==> config.mk <==
export PLATFORM = sky130hd
export DESIGN_NAME = keypad_scanner
export DESIGN_NICKNAME = d
export VERILOG_FILES = /design/src/rtl/keypad_scanner_pkg.sv /design/src/rtl/key_debouncer.sv /design/src/rtl/keypad_scanner.sv
export SDC_FILE = /design/constraint.sdc
export NUM_CORES = 1
export LEC_CHECK = 0
export CAP_MARGIN = 20
export CORE_MARGIN = 2
export CORE_UTILIZATION = 50
export CTS_CLUSTER_SIZE = 12
export DETAILED_ROUTE_END_ITERATION = 8
export PLACE_DENSITY = 0.74
export SETUP_SLACK_MARGIN = 0.5
export SYNTH_ARGS = -nofsm -noshare
export SYNTH_HDL_FRONTEND = slang
export SYNTH_HIERARCHICAL = 1
export SYNTH_SLANG_ARGS = --single-unit
==> constraint.sdc <==
create_clock -name clk -period 14.8 [get_ports clk]
set_input_delay 1.48 -clock clk [delete_from_list [all_inputs] [get_ports clk]]
set_output_delay 1.48 -clock clk [all_outputs]
set_load 0.02 [all_outputs]
==> src/rtl/keypad_scanner_pkg.sv <==
// Shared types and constants for the 4x4 keypad scanner and its debouncer.
package keypad_scanner_pkg;

  localparam int NUM_ROWS = 4;
  localparam int NUM_COLS = 4;
  localparam int CODE_W   = 4;

  typedef struct packed {
    logic              valid;
    logic [CODE_W-1:0] code;
  } scan_result_t;

  // NONE always carries code 0 so equal "no key" scans compare equal.
  localparam scan_result_t RESULT_NONE = '{valid: 1'b0, code: 4'd0};

  typedef enum logic {
    IDLE    = 1'b0,
    PRESSED = 1'b1
  } kp_state_t;

  function automatic logic [NUM_COLS-1:0] col_drive(input logic [1:0] idx);
    logic [NUM_COLS-1:0] one_hot;
    one_hot = '0;
    one_hot[idx] = 1'b1;
    return ~one_hot;
  endfunction

endpackage

==> src/rtl/key_debouncer.sv <==
// Counts identical consecutive scan results and turns a stable key into a
// single press event; a stable "no key" is required before the next press.
module key_debouncer
  import keypad_scanner_pkg::*;
#(
  parameter int DEBOUNCE_SCANS = 4
) (
  input  logic         clk_i,
  input  logic         rst_ni,
  input  logic         scan_done_i,
  input  scan_result_t result_i,
  output logic         accept_o,
  output logic         key_valid_o,
  output logic         key_held_o
);

  localparam int CNT_W = $clog2(DEBOUNCE_SCANS + 1);
  localparam logic [CNT_W-1:0] CNT_MAX = CNT_W'(DEBOUNCE_SCANS);

  kp_state_t        state_q, state_d;
  logic [CNT_W-1:0] cnt_q, cnt_d;
  scan_result_t     last_q, last_d;
  logic             valid_q, valid_d;
  logic             held_q, held_d;
  logic             stable;

  always_comb begin
    state_d  = state_q;
    cnt_d    = cnt_q;
    last_d   = last_q;
    valid_d  = 1'b0;
    held_d   = held_q;
    accept_o = 1'b0;
    stable   = 1'b0;
    if (scan_done_i) begin
      if (result_i == last_q) begin
        if (cnt_q != CNT_MAX) cnt_d = cnt_q + CNT_W'(1);
      end else begin
        cnt_d  = CNT_W'(1);
        last_d = result_i;
      end
      stable = (cnt_d == CNT_MAX);
      // A different stable key while PRESSED is ignored until a release.
      case (state_q)
        IDLE: begin
          if (stable && result_i.valid) begin
            state_d  = PRESSED;
            valid_d  = 1'b1;
            held_d   = 1'b1;
            accept_o = 1'b1;
          end
        end
        PRESSED: begin
          if (stable && !result_i.valid) begin
            state_d = IDLE;
            held_d  = 1'b0;
          end
        end
        default: state_d = IDLE;
      endcase
    end
  end

  always_ff @(posedge clk_i or negedge rst_ni) begin
    if (!rst_ni) begin
      state_q <= IDLE;
      cnt_q   <= '0;
      last_q  <= RESULT_NONE;
      valid_q <= 1'b0;
      held_q  <= 1'b0;
    end else begin
      state_q <= state_d;
      cnt_q   <= cnt_d;
      last_q  <= last_d;
      valid_q <= valid_d;
      held_q  <= held_d;
    end
  end

  assign key_valid_o = valid_q;
  assign key_held_o  = held_q;

endmodule

==> src/rtl/keypad_scanner.sv <==
// Column-multiplexed 4x4 keypad reader: synchronises row returns, scans one
// column per tick, debounces full-scan results and shifts accepted codes.
module keypad_scanner
  import keypad_scanner_pkg::*;
#(
  parameter int SCAN_RATIO     = 100000,
  parameter int DEBOUNCE_SCANS = 4
) (
  input  logic                clk,
  input  logic                nReset,
  input  logic [NUM_ROWS-1:0] rows,
  input  logic                clr,
  output logic [NUM_COLS-1:0] cols,
  output logic [CODE_W-1:0]   key_code,
  output logic                key_valid,
  output logic                key_held,
  output logic [31:0]         digits
);

  localparam int DIV_W = $clog2(SCAN_RATIO);
  localparam logic [DIV_W-1:0] DIV_LAST = DIV_W'(SCAN_RATIO - 1);

  logic [NUM_ROWS-1:0] rows_meta_q, rows_sync_q;
  logic [DIV_W-1:0]    div_q, div_d;
  logic [1:0]          col_q, col_d;
  logic [1:0]          hits_q, hits_d;
  logic [CODE_W-1:0]   code_q, code_d;
  logic [CODE_W-1:0]   key_code_q, key_code_d;
  logic [31:0]         digits_q, digits_d;
  logic                tick;
  logic [2:0]          col_cnt;
  logic [1:0]          col_row;
  logic [2:0]          hits_sum;
  logic [1:0]          hits_sat;
  logic [CODE_W-1:0]   code_now;
  logic                scan_done;
  scan_result_t        scan_result;
  logic                accept;

  assign tick = (div_q == DIV_LAST);

  // Closed keys in the driven column; the highest closed row is the "last" one found.
  always_comb begin
    col_cnt = '0;
    col_row = '0;
    for (int r = 0; r < NUM_ROWS; r++) begin
      if (!rows_sync_q[r]) begin
        col_cnt = col_cnt + 3'd1;
        col_row = 2'(r);
      end
    end
  end

  // Hit count saturates at 2: only "none", "exactly one" and "several" matter.
  always_comb begin
    div_d       = tick ? '0 : div_q + DIV_W'(1);
    col_d       = tick ? col_q + 2'd1 : col_q;
    hits_d      = hits_q;
    code_d      = code_q;
    scan_done   = 1'b0;
    scan_result = RESULT_NONE;
    hits_sum    = {1'b0, hits_q} + col_cnt;
    hits_sat    = (hits_sum >= 3'd2) ? 2'd2 : hits_sum[1:0];
    code_now    = (col_cnt != 3'd0) ? {col_row, col_q} : code_q;
    if (tick) begin
      if (col_q == 2'd3) begin
        scan_done = 1'b1;
        if (hits_sat == 2'd1) begin
          scan_result.valid = 1'b1;
          scan_result.code  = code_now;
        end
        hits_d = '0;
        code_d = '0;
      end else begin
        hits_d = hits_sat;
        code_d = code_now;
      end
    end
  end

  key_debouncer #(
    .DEBOUNCE_SCANS(DEBOUNCE_SCANS)
  ) u_debouncer (
    .clk_i       (clk),
    .rst_ni      (nReset),
    .scan_done_i (scan_done),
    .result_i    (scan_result),
    .accept_o    (accept),
    .key_valid_o (key_valid),
    .key_held_o  (key_held)
  );

  // A clear in the accept cycle wins, dropping the new digit.
  always_comb begin
    key_code_d = key_code_q;
    digits_d   = digits_q;
    if (accept) begin
      key_code_d = scan_result.code;
      digits_d   = {digits_q[27:0], scan_result.code};
    end
    if (clr) digits_d = '0;
  end

  always_ff @(posedge clk or negedge nReset) begin
    if (!nReset) begin
      rows_meta_q <= '1;
      rows_sync_q <= '1;
      div_q       <= '0;
      col_q       <= '0;
      hits_q      <= '0;
      code_q      <= '0;
      key_code_q  <= '0;
      digits_q    <= '0;
    end else begin
      rows_meta_q <= rows;
      rows_sync_q <= rows_meta_q;
      div_q       <= div_d;
      col_q       <= col_d;
      hits_q      <= hits_d;
      code_q      <= code_d;
      key_code_q  <= key_code_d;
      digits_q    <= digits_d;
    end
  end

  assign cols     = col_drive(col_q);
  assign key_code = key_code_q;
  assign digits   = digits_q;

endmodule

==> metrics.md <==
| Metric | Value |
|---|---|
| FFs w/ async S/R, synth | `100.0%` |
| 1st-iter DRT viols | `121` |
| Setup WS post-layout | `9.708 ns` |
| Syn_nets | `349` |
| CP max-delay cell | `dfstp_2` |
| Clock Path Buffers | `2` |
| Final Cycle Share | `34.40%` |
| Status | `complete, no violations` |
| Area Growth Syn to Fin | `21.25%` |
| Die width | `89.79 um` |
| Pin count of the biggest net entering global routing | `81` |
| Yosys reg bits | `80` |
| Finished Cell Area | `4462 um2` |
| Library cells used by synthesis | `50` |
| Setup slack after placement | `9.707 ns` |
| Final Critical Period | `5.092 ns` |
| Worst-path cell chain | `inv_1 -> ha_1 -> xnor2_1 -> ha_1 -> nor2_1 -> a31oi_1 -> fa_1 -> xnor3_1 -> nor2_1 -> nand2_1 -> nor2_1 -> xor2_1 -> nor3_2 -> nand3_2 -> nor3_2 -> buf_4 -> nand3_1 -> or4_4 -> o32ai_1` |
| Max-slew headroom | `35.50%` |
| Number of global-route vias before repair | `2457` |
| Top cells by area, synth | `dfrtp_1 (49%), mux2i_1 (9.2%), dfstp_2 (5.7%)` |
| Hold-fix buffers, CTS | `0` |
| Hold path depth | `0` |
| Clock sinks | `80` |
| Share of cells above drive strength 1 | `9.424%` |
| Via count | `2471` |
| Post-synthesis cell count | `330` |
| Total Routed Length | `6641 um` |
| Post-synth top area cell | `dfrtp_1` |
| Hold Path Class | `reg2reg` |
| Top Family by Delay on Critical Path | `simple AND/OR/NAND/NOR gates` |
| RSZ-0062 raised after global routing | `false` |
| Dpl hpwl | `4613 um` |
| Worst path bufs/invs | `2` |
| DR pass1 iterations | `4` |
| Remaining DRCs | `0` |
| Req. time, crit path | `15.03 ns` |
| CTS tree | `done` |
| Initial Util | `51.28%` |
| CP Capture Type | `flop` |
| Final Max Tran Viols | `0` |
| Global-route usage over all layers | `17.61%` |
| Yosys warnings | `6` |
| Avg Inst Size Synth | `11.15 um2` |
| Final setup violation count | `0` |
| Worst vdd ir | `0.00005371 V` |
| Yosys top cell area share | `48.96%` |
| Post-synthesis cell area | `3680 um2` |
| Clk root buf | `clkbuf_8` |
| Cell Pwr Density | `91.20 nW/um2` |
| Worst slew pin tran | `0.9675 ns` |
| CTS resizes | `0` |
| Nets | `397` |
| Gpl congestion | `0.7792` |
| CP Max Fanout | `39` |
| Congestion Overflow GR | `0` |
| Die area | `8061 um2` |
| LEAKAGE | `1.985 nW` |
| Cts bufs inserted | `9` |
| Depth of the CTS H-tree | `3` |
| FF-to-FF path depth | `19` |
| I/O pin count | `49` |
| Synth Flop Type | `dfrtp_1` |
| Most instantiated cells after synthesis | `dfrtp_1 (72), nor2_1 (48), mux2i_1 (34), inv_1 (25), nand2_1 (17)` |
| Seq/Total Area, Yosys | `54.68%` |
| Max-cap violations | `0` |
| Clock Latency Late Sink | `0.34 ns` |
| Final core area utilization | `62.18%` |
| Worst Skew | `0.008073 ns` |
| Setup TNS | `0 ns` |
| Port Buf Inserts | `48` |
| WP depth | `19` |
| FMAX | `196.4 MHz` |
| Die height | `89.79 um` |
| Vias per inst | `5.137` |
| Most Frequent Cell on Critical Path | `nor2_1` |
| Row count | `31` |
| First-pass GRT wire length | `11510 um` |
| Routed Antenna Nets | `0` |
| Antenna violations before repair | `0` |
| Slowest cell delay on critical path | `0.54 ns` |
| WS Path Type | `reg2reg` |
| Wire per inst | `13.81 um` |
| Total setup buffers inserted after CTS | `0` |
| Arrival time worst endpoint | `5.32 ns` |
| Clock transition at path regs | `0.07 ns` |
| Final Hold Viols | `0` |
| Diodes inserted | `0` |
| Most frequent cell after synthesis | `dfrtp_1` |
| Area post-placement | `4253 um2` |
| Pwr Total | `0.4069 mW` |
| Core area | `7176 um2` |
| Post-synth EDFFs | `0` |
| Critical Path Source Type | `flop` |
-- cell families (layout without fill, tap and decap cells) --
family / after synthesis / in the layout / synth area share [%]
AO/OA/AOI/OAI: 28 / 28 / 5.338
XOR/XNOR: 24 / 24 / 6.086
adder cells (fa/ha/maj): 12 / 12 / 4.284
buffers and inverters: 38 / 90 / 3.876
flip-flops: 80 / 80 / 54.68
multiplexers: 39 / 39 / 10.78
AND/OR/NAND/NOR: 109 / 109 / 14.96
-- final cells by class --
class / count / area (um2)
clock inverters: 6 / 85.08
flip-flops and latches: 80 / 2012
multi-input cells: 212 / 1530
clock buffers: 9 / 123.9
well taps: 99 / 123.9
repair buffers: 50 / 493.0
fillers: 595 / 2714
inverters: 25 / 93.84
-- state kept, by name (all words and copies together), names as in the netlist, 3 cells and up, named ones only --
name,flops
key_code,4
u_debouncer/last_q,5
code_q,4
rows_sync_q,4
div_q,17
digits,32
u_debouncer/cnt_q,3
rows_meta_q,4
-- routing by layer --
| layer | vias to the layer above | GRT usage (%) | wire length (um) |
|---|---|---|---|
| li1 | 1209 | - | - |
| met1 | 1207 | 22.76 | 3066 |
| met2 | 47 | 29.36 | 3234 |
| met3 | 8 | 3.521 | 246 |
| met4 | 0 | 7.179 | 93 |
| met5 | - | 0 | 0 |
-- placed cells by master (no fill, tap or decap), drive strengths merged, types with 5 or more instances in the layout --
| cell type | count |
|---|---|
| clkbuf | 9 |
| clkdlybuf4s50 | 47 |
| dfrtp | 72 |
| dfstp | 8 |
| ha | 11 |
| inv | 25 |
| mux2 | 5 |
| mux2i | 34 |
| nand2 | 17 |
| nand3 | 12 |
| nand4 | 5 |
| nor2 | 49 |
| nor3 | 5 |
| o21ai | 7 |
| xnor2 | 10 |
| xor2 | 13 |
-- worst paths after layout --
| check | from | end | slack, ns |
|---|---|---|---|
| worst max-delay path | rows_sync_q[0]$_DFF_PN1_ | digits[3]$_DFFE_PN0P_ | 9.71 |
| worst max register to register | rows_sync_q[0]$_DFF_PN1_ | digits[3]$_DFFE_PN0P_ | 9.71 |
| max in group asynchronous | nReset | div_q[10]$_DFF_PN0_ | 12.89 |
| worst min register to register | rows_meta_q[3]$_DFF_PN1_ | rows_sync_q[3]$_DFF_PN1_ | 0.36 |
| min in group asynchronous | nReset | digits[17]$_DFFE_PN0P_ | 1.29 |
| worst min-delay path | rows_meta_q[3]$_DFF_PN1_ | rows_sync_q[3]$_DFF_PN1_ | 0.36 |
-- metrics by stage --
stage | hold slack (ns) | instances
floorplan | 0.3452 | 330
global placement | 0.3467 | 466
detailed placement | 0.3470 | 466
CTS | 0.3579 | 481
global route | 0.3650 | 481
finish | 0.3567 | 481
-- power breakdown --
| part | leakage, nW | switching, mW | internal [mW] | total [mW] |
|---|---|---|---|---|
| sequential | 1.08 | 0.00100 | 0.220 | 0.221 |
| clock | 0.101 | 0.0742 | 0.0934 | 0.168 |
| combinational | 0.808 | 0.0115 | 0.00639 | 0.0179 |
| total | 1.98 | 0.0867 | 0.320 | 0.407 |
Note: power is estimated with default switching activity, not from simulation.
